--- config.mk ---
export PLATFORM = sky130hd
export DESIGN_NAME = score_keeper
export DESIGN_NICKNAME = d
export VERILOG_FILES = /design/src/rtl/score_keeper.sv
export SDC_FILE = /design/constraint.sdc
export NUM_CORES = 1
export LEC_CHECK = 0
export ABC_AREA = 1
export BUFFER_PORTS_ARGS = -buffer_cell sky130_fd_sc_hd__buf_2
export CORE_UTILIZATION = 30
export DETAILED_ROUTE_END_ITERATION = 16
export PLACE_DENSITY = 0.64
export SLEW_MARGIN = 20
export SYNTH_ARGS = -nofsm -noshare
export SYNTH_HDL_FRONTEND = slang
export SYNTH_SLANG_ARGS = --single-unit
--- constraint.sdc ---
create_clock -name clk -period 3.55 [get_ports clk]
set_clock_uncertainty 0.05 [all_clocks]
set_input_delay 0.1775 -clock clk [delete_from_list [all_inputs] [get_ports clk]]
set_output_delay 0.1775 -clock clk [all_outputs]
set_load 0.02 [all_outputs]
--- src/rtl/score_keeper.sv ---
// rtl/score_keeper.sv - parametrised saturating BCD score counter with optional high-score tracking
// Define SCORE_HISCORE_EN to build the high-score register, comparator and new_record flag.
module score_keeper #(
  parameter int DIGITS = 3,
  parameter int AMT_W  = 4
) (
  input  logic                clk,
  input  logic                reset,
  input  logic                incr,
  input  logic [AMT_W-1:0]    amount,
  input  logic                clear,
  input  logic                game_over,
  output logic [4*DIGITS-1:0] score_bcd,
  output logic [4*DIGITS-1:0] hiscore_bcd,
  output logic                saturated,
  output logic                new_record
);

  localparam int W = 4 * DIGITS;
  localparam logic [W-1:0] ALL_NINES = {DIGITS{4'h9}};

  logic          incr_q;
  logic          incr_armed;
  logic          inc_ev;
  logic [31:0]   amount_ext;
  logic [3:0]    amt;
  logic [3:0]    carry;
  logic [4:0]    digit_sum;
  logic [W-1:0]  sum_bcd;
  logic          carry_out;

  // incr_armed blocks an event from an incr that was already high when reset released
  assign inc_ev     = incr & ~incr_q & incr_armed;
  assign amount_ext = 32'(amount);
  assign amt        = (amount_ext > 32'd9) ? 4'd9 : amount_ext[3:0];

  always_comb begin
    sum_bcd   = '0;
    digit_sum = '0;
    carry     = amt;
    for (int i = 0; i < DIGITS; i++) begin
      digit_sum = {1'b0, score_bcd[4*i +: 4]} + {1'b0, carry};
      if (digit_sum > 5'd9) begin
        sum_bcd[4*i +: 4] = digit_sum[3:0] - 4'd10;
        carry             = 4'd1;
      end else begin
        sum_bcd[4*i +: 4] = digit_sum[3:0];
        carry             = 4'd0;
      end
    end
    carry_out = carry[0];
  end

  always_ff @(posedge clk or posedge reset) begin
    if (reset) begin
      score_bcd  <= '0;
      saturated  <= 1'b0;
      incr_q     <= 1'b0;
      incr_armed <= 1'b0;
    end else begin
      incr_q     <= incr;
      incr_armed <= incr_armed | ~incr;
      if (clear) begin
        score_bcd <= '0;
        saturated <= 1'b0;
      end else if (inc_ev) begin
        if (carry_out) begin
          score_bcd <= ALL_NINES;
          saturated <= 1'b1;
        end else begin
          score_bcd <= sum_bcd;
        end
      end
    end
  end

`ifdef SCORE_HISCORE_EN
  logic go_q;
  logic go_ev;

  assign go_ev = game_over & ~go_q;

  // Commit compares the registered (pre-increment, pre-clear) score
  always_ff @(posedge clk or posedge reset) begin
    if (reset) begin
      go_q        <= 1'b0;
      hiscore_bcd <= '0;
      new_record  <= 1'b0;
    end else begin
      go_q <= game_over;
      if (clear)
        new_record <= 1'b0;
      if (go_ev) begin
        if (score_bcd > hiscore_bcd) begin
          hiscore_bcd <= score_bcd;
          new_record  <= 1'b1;
        end else begin
          new_record  <= 1'b0;
        end
      end
    end
  end
`else
  logic unused_game_over;

  assign unused_game_over = game_over;
  assign hiscore_bcd      = '0;
  assign new_record       = 1'b0;
`endif

endmodule

==> results of run 1 <==
logic make-up after synthesis:
| family | share of synthesized area |
|---|---|
| AO/OA/AOI/OAI | 0.0636 |
| flip-flops | 0.318 |
| XOR/XNOR | 0.0488 |
| adder cells (fa/ha/maj) | 0.123 |
| buffers and inverters | 0.159 |
| other | 0.00318 |
| AND/OR/NAND/NOR | 0.284 |
flip-flops by register name (all words and copies together) (netlist names):
signal / flops
incr_armed: 1
saturated: 1
score_bcd: 12
incr_q: 1
worst max-delay path, delay by kind of cell (launching register included):
| family | cells | cell delay [ns] |
|---|---|---|
| adder cells (fa/ha/maj) | 5 | 1.18 |
| buffers and inverters | 4 | 0.35 |
| flip-flops | 1 | 0.35 |
| XOR/XNOR | 3 | 0.50 |
| AO/OA/AOI/OAI | 3 | 0.36 |
| AND/OR/NAND/NOR | 6 | 0.54 |
path summary, 6_finish.rpt:
check	to	slack (ns)
hold / removal	saturated	0.11
max in group asynchronous	score_bcd[1]	2.57
min in group asynchronous	score_bcd[7]	0.48
setup reg to reg	score_bcd[9]	0.16
setup / recovery	score_bcd[9]	0.16
hold reg to reg	incr_armed	0.41
per-stage QoR:
step                instances  setup TNS (ns)  total power (W)  instance area, um^2  worst slack [ns]
floorplan                 165               0         0.000289                 1220            0.0335
global placement          235           -1.11         0.000327                 1410            -0.157
detailed placement        235           -1.12         0.000329                 1410            -0.165
CTS                       241               0         0.000481                 1480            0.0149
global route              245          -0.324         0.000518                 1600           -0.0705
finish                    245               0         0.000486                 1600             0.156
area by class of cell:
type,instances,share of cell area
clock buffers,3,0.0258
clock inverters,1,0.00469
inverters,22,0.0532
multi-input cells,113,0.468
flip-flops and latches,15,0.235
well taps,48,0.0375
repair buffers,43,0.176
synth_stat cells:
library cell / n
fa_1: 1
inv_2: 4
xor2_2: 1
nor2_1: 5
xnor2_1: 1
nor3_1: 1
nor3_2: 1
nor2_4: 2
o211ai_1: 2
o21ai_0: 2
nand3_1: 19
o22ai_1: 1
inv_1: 18
nand3_2: 1
nand2_2: 2
xnor2_2: 2
a21oi_1: 2
nand2_1: 40
buf_4: 13
dfrtp_1: 15
o21ai_1: 5
clkbuf_1: 2
ha_1: 10
o21ai_2: 1
conb_1: 1
nand2_4: 1
layer usage:
metal | wire [um] | part of all wire
met1 | 1140 | 0.46
met5 | 0 | 0
met4 | 42 | 0.017
met2 | 1180 | 0.48
met3 | 97 | 0.039
report_power, final:
part	internal, W	total (W)	switching [W]	leakage [nW]
clock	0.0000789	0.000145	0.0000663	0.0217
sequential	0.000177	0.000182	0.00000477	0.200
combinational	0.0000673	0.000159	0.0000920	0.634
what timing repair did:
action                     in CTS  in global routing
hold endpoints to repair       16                  0
setup endpoints to repair       4                 12
gates cloned                    0                  0
pin swaps                       1                 14
setup buffers                   0                  4
resized for setup               2                 20
hold buffers                    2                  0
==> insert_results.sql, run 1 <==
INSERT INTO impl_metrics (metric_group, metric, value, unit) VALUES
('critical_path', 'highest_cell_delay_on_the_worst_timing_path', '0.41', 'ns'),
('finish', 'post_route_cells_drive_above_1_share', '0.386', ''),
('place', 'gp_congestion', '0.792', ''),
('hold_path', 'hold_path.class', 'input pin to flop', ''),
('floorplan', 'die_y', '64.7', 'um'),
('logic_synthesis', 'netlist.top_cell.by_area', 'dfrtp_1', ''),
('global_route', 'grt_first_pass_wirelength', '3.87', 'mm'),
('floorplan', 'die-width', '64.7', 'um'),
('routing', 'viasPerCell', '4.31', ''),
('finish', 'final_common_cell', 'nand2_1', ''),
('routing', 'dr.pass1.iters', '5', ''),
('global_route', 'grt_remaining_overflow', '0', ''),
('global_route', 'global_route.usage.met2', '0.194', ''),
('finish', 'area_growth_syn_to_layout', '35.6', '%'),
('clock_network', 'ctsLongestPathBuffers', '2', ''),
('finish', 'fillCellCount', '377', ''),
('clock_network', 'cts.reportedPaths.clkPinSlew', '0.07', 'ns'),
('timing', 'final.hold.worst_slack', '0.111', 'ns'),
('global_route', 'track_usage', '0.119', ''),
('floorplan', 'start_util', '0.318', ''),
('critical_path', 'worstSetupPathType', 'flop to flop', ''),
('clock_network', 'ctsHtreeMaxLevel', '1', ''),
('finish', 'nNetsFinal', '218', ''),
('finish', 'multi_input_comb_area', '749', 'um^2'),
('global_route', 'antenna_found_initial', '0', ''),
('place', 'dpl.hpwl', '1.79', 'mm'),
('critical_path', 'cp_common_cell', 'nand2_2', ''),
('status', 'outcome', 'finished clean', ''),
('global_route', 'grt_start_max_net_pins', '16', ''),
('floorplan', 'std_cell_rows', '22', ''),
('clock_network', 'numCtsBuffers', '3', ''),
('clock_network', 'cts_root_buf', 'clkbuf_8', ''),
('power_and_ir_drop', 'leakagePower', '0.857', 'nW'),
('place', 'port_buffers', '20', ''),
('hold_path', 'holdCritStartpoint', 'clear', ''),
('logic_synthesis', 'syn-mean-instance-area', '7.71', 'um^2'),
('critical_path', 'crit_fanout', '3', ''),
('critical_path', 'critical-path-slowest-cell', 'fa_2', ''),
('critical_path', 'critical_path.cell_chain', 'ha_2 > inv_2 > fa_2 > xor2_2 > nand2_2 > inv_2 > o21ai_2 > ha_2 > buf_6 > nand3_4 > xnor2_2 > nand2_2 > nand2_4 > ha_4 > ha_4 > xnor2_2 > o211ai_1 > nand2_1 > nand2_2 > buf_4 > o21ai_2', ''),
('routing', 'wl_per_cell', '10.0', 'um'),
('logic_synthesis', 'ys_warn_count', '0', ''),
('critical_path', 'crit_path_start_kind', 'flop', ''),
('clock_network', 'cts_tree', 'done', ''),
('power_and_ir_drop', 'power_density_over_cell_area', '304', 'mW/mm^2'),
('routing', 'post_route_antenna_net_violation_count', '0', ''),
('global_route', 'first_global_vias', '926', ''),
('logic_synthesis', 'post_synth_cell_types', '26', ''),
('global_route', 'globalRoute.busiestLayer', 'met2', ''),
('finish', 'layout.core_utilization', '0.431', ''),
('finish', 'num_antenna_cells', '0', ''),
('routing', 'route.detailed.drc', '0', ''),
('logic_synthesis', 'synthesis.instances', '153', ''),
('logic_synthesis', 'netlist.area_leader.share', '0.318', ''),
('logic_synthesis', 'netlist_top_cells_area', 'dfrtp_1, nand2_1, ha_1', ''),
('critical_path', 'worst_r2r_startpoint', 'score_bcd[0]', ''),
('hold_path', 'min_path_cells', '2', ''),
('clock_network', 'clock_insertion_delay_worst_skew', '0.25', 'ns'),
('critical_path', 'crit_path_start', 'score_bcd[0]', ''),
('critical_path', 'critical_path_arrival', '3.53', 'ns'),
('timing', 'timing.final.hold_violations', '0', ''),
('global_route', 'grt.met1_usage', '0.149', ''),
('clock_network', 'clock_sinks', '15', ''),
('routing', 'routed_wirelength', '2.46', 'mm'),
('critical_path', 'required_time_of_the_worst_setup_path', '3.69', 'ns'),
('floorplan', 'fp.coreArea', '0.00372', 'mm^2'),
('timing', 'final_min_period_over_clock_period', '0.956', ''),
('timing', 'rsz0062_at_grt', 'true', ''),
('timing', 'final_max_slew_viol_count', '0', ''),
('finish', 'sequential_cell_area', '375', 'um^2'),
('timing', 'slew-limit-headroom', '0.494', ''),
('floorplan', 'boundary_pin_count', '35', '');
No activity file was read; power rests on OpenSTA's default activity.
==> run 2, diff against run 1 <==
--- a/config.mk
+++ b/config.mk
@@ -9,4 +9,5 @@
 export BUFFER_PORTS_ARGS = -buffer_cell sky130_fd_sc_hd__buf_2
 export CORE_UTILIZATION = 30
+export CTS_CLUSTER_DIAMETER = 40
 export DETAILED_ROUTE_END_ITERATION = 16
 export PLACE_DENSITY = 0.64
==> constraint.sdc (replaced) <==
create_clock -name clk -period 3.55 [get_ports clk]
set_clock_uncertainty 0.05 [all_clocks]
set_input_delay 0 -clock clk [delete_from_list [all_inputs] [get_ports clk]]
set_output_delay 0 -clock clk [all_outputs]
set_load 0.02 [all_outputs]
==> insert_results.sql, run 2 (synthesized netlist as in run 1, its figures left out) <==
INSERT INTO impl_metrics (metric_group, metric, value, unit) VALUES
('critical_path', 'cp_num_buf_inv', '4', ''),
('finish', 'post_route_cells_drive_above_1_share', '0.352', ''),
('hold_path', 'holdCritStartpoint', 'amount[0]', ''),
('finish', 'area_growth_syn_to_layout', '31.4', '%'),
('clock_network', 'ctsLongestPathBuffers', '2', ''),
('routing', 'routed_wirelength', '2.38', 'mm'),
('job', 'drv.max_cap_violation_count', '0', ''),
('power_and_ir_drop', 'p_total', '0.000480', 'W'),
('routing', 'dr.pass1.iters', '4', ''),
('power_and_ir_drop', 'leakagePower', '0.840', 'nW'),
('timing', 'worst-slew-pin-transition', '0.815', 'ns'),
('critical_path', 'worst_r2r_startpoint', 'score_bcd[0]', ''),
('place', 'dpl.cell_count', '231', ''),
('clock_network', 'clock_insertion_delay_worst_skew', '0.25', 'ns'),
('place', 'dpl.hpwl', '1.81', 'mm'),
('timing', 'worst_slack', '0.186', 'ns'),
('routing', 'post_route_antenna_net_violation_count', '0', ''),
('finish', 'finalNonFillerCells', '241', ''),
('floorplan', 'start_util', '0.318', ''),
('finish', 'flip_flop_count_of_the_largest_register_all_copies_and_words_added', '12', ''),
('routing', 'viasPerCell', '4.22', ''),
('critical_path', 'worst_setup_path_end_kind', 'flop', ''),
('clock_network', 'cts_tree', 'done', ''),
('critical_path', 'highest_cell_delay_on_the_worst_timing_path', '0.42', 'ns'),
('finish', 'regMostFlops', 'score_bcd', ''),
('place', 'port_buffers', '20', ''),
('timing', 'slew-limit-headroom', '0.455', ''),
('timing', 'timing.fmax', '297', 'MHz'),
('critical_path', 'critical-path-slowest-cell', 'fa_2', ''),
('clock_network', 'cts_root_buf', 'clkbuf_8', ''),
('finish', 'num_antenna_cells', '0', ''),
('critical_path', 'crit_fanout', '2', ''),
('critical_path', 'setup.reg_to_reg.worst_slack', '0.19', 'ns'),
('critical_path', 'critical_path.top_delay_family', 'adder cells', ''),
('routing', 'route.detailed.drc', '0', ''),
('hold_path', 'min_path_cells', '6', ''),
('global_route', 'grt_remaining_overflow', '0', ''),
('place', 'gp_congestion', '0.779', ''),
('global_route', 'antenna_found_initial', '0', ''),
('hold_path', 'min_to', 'score_bcd[0]', ''),
('finish', 'finalInstanceArea', '0.00155', 'mm^2'),
('routing', 'routed-via-count', '1017', ''),
('timing', 'timing.final.hold_violations', '0', ''),
('critical_path', 'endpoint_of_the_worst_slack_reg_to_reg_timing_path', 'score_bcd[9]', ''),
('critical_path', 'worstSetupPathType', 'flop to flop', ''),
('floorplan', 'die_y', '64.7', 'um'),
('timing', 'period_needed', '3.36', 'ns'),
('critical_path', 'crit_path_start_kind', 'flop', ''),
('finish', 'multi_input_comb_area', '736', 'um^2'),
('critical_path', 'critical_path.cell_chain', 'ha_2 > inv_1 > fa_2 > xor2_2 > nand2_2 > inv_2 > o21ai_2 > ha_2 > buf_4 > nand3_2 > xnor2_2 > nand2_2 > nand2_4 > ha_4 > ha_4 > xnor2_2 > o211ai_1 > nand2_1 > nand2_2 > buf_4 > o21ai_2', ''),
('finish', 'sequential_cell_area', '375', 'um^2'),
('power_and_ir_drop', 'vdd_ir_drop_max', '151', 'uV'),
('global_route', 'grt_first_pass_wirelength', '4.11', 'mm'),
('timing', 'final_max_slew_viol_count', '0', ''),
('critical_path', 'cp_common_cell', 'nand2_2', ''),
('place', 'post_placement_setup_slack', '-0.0821', 'ns'),
('power_and_ir_drop', 'power_density_over_cell_area', '310', 'mW/mm^2'),
('place', 'post_dp_cell_area', '0.00138', 'mm^2'),
('finish', 'nNetsFinal', '214', ''),
('global_route', 'first_global_vias', '987', ''),
('floorplan', 'die-width', '64.7', 'um'),
('floorplan', 'die-area', '0.00419', 'mm^2'),
('critical_path', 'critical_path_arrival', '3.50', 'ns'),
('timing', 'fin_tns_setup', '0', 'ns'),
('status', 'outcome', 'finished clean', ''),
('global_route', 'track_usage', '0.127', ''),
('finish', 'final_common_cell', 'nand2_1', ''),
('hold_path', 'hold_path.class', 'input pin to flop', ''),
('floorplan', 'std_cell_rows', '22', ''),
('routing', 'drt_iter0_drc', '20', ''),
('timing', 'final_min_period_over_clock_period', '0.947', ''),
('clock_network', 'clock_sinks', '15', ''),
('floorplan', 'fp.coreArea', '0.00372', 'mm^2'),
('clock_network', 'cts.reportedPaths.clkPinSlew', '0.06', 'ns'),
('routing', 'wl_per_cell', '9.88', 'um'),
('critical_path', 'required_time_of_the_worst_setup_path', '3.68', 'ns'),
('critical_path', 'cell_depth_of_the_worst_flop_to_flop_path', '21', ''),
('finish', 'mostFrequentLayoutCells', 'nand2_1, buf_2, nand3_1', ''),
('floorplan', 'boundary_pin_count', '35', ''),
('timing', 'final-setup-viol-count', '0', ''),
('finish', 'fillCellCount', '394', ''),
('clock_network', 'numCtsBuffers', '3', ''),
('global_route', 'grt_start_max_net_pins', '16', ''),
('clock_network', 'ctsHtreeMaxLevel', '1', '');
-- run 2: cell types whose count changed in the layout (fill, tap and decap cells not counted), sizes merged --
cell / change
buf: -5
clkinv: +1
clkinvlp: -1
dlygate4sd3: +1
-- run 2: worst max-delay path by stage --
stage,to,start,cells after the start
floorplan,score_bcd[1],score_bcd[0],22
global route,score_bcd[2],score_bcd[0],22
finish,score_bcd[9],score_bcd[0],21
detailed placement,score_bcd[6],score_bcd[0],22
global placement,score_bcd[5],score_bcd[0],22
CTS,score_bcd[5],score_bcd[0],21
-- run 2: area by class of cell --
class	instances	area share
Multi-Input combinational cell	113	0.475
Timing Repair Buffer	39	0.161
Sequential cell	15	0.242
Inverter	22	0.0533
Clock inverter	1	0.00323
Tap cell	48	0.0387
Clock buffer	3	0.0266
-- run 2: per-layer routing --
metal | part of all wire | GRT usage | routed length, um
met5 | 0 | 0 | 0
met4 | 0.013 | 0.0750 | 32
met3 | 0.031 | 0.0211 | 74
met2 | 0.47 | 0.207 | 1110
met1 | 0.49 | 0.157 | 1170
-- run 2: timing repair --
action,CTS,global route
resized for setup,3,13
pin swaps,0,10
gates cloned,0,0
hold buffers,3,0
setup buffers,0,3
endpoints found under the hold margin,18,0
setup endpoints to repair,12,12
-- run 2: where the power goes --
part | switching, W | leakage, nW | internal [W] | total [W]
Clock | 0.0000667 | 0.0255 | 0.0000779 | 0.000145
Sequential | 0.00000449 | 0.200 | 0.000177 | 0.000181
Combinational | 0.0000887 | 0.614 | 0.0000654 | 0.000154
Total | 0.000160 | 0.840 | 0.000320 | 0.000480
-- run 2: stage by stage --
step / hold WS (ns) / util
after floorplan: -0.149 / -
final: 0.161 / 0.417
after global routing: 0.195 / 0.417
after global placement: 0.0538 / 0.371
after detailed placement: 0.0689 / 0.371
after CTS: 0.130 / 0.395
-- run 2: worst min-delay path: stages --
cell and delay [ns]:
buf_2 0.07, inv_1 0.03, nand2_1 0.06, ha_2 0.16, nand2_1 0.04, nand3_1 0.06
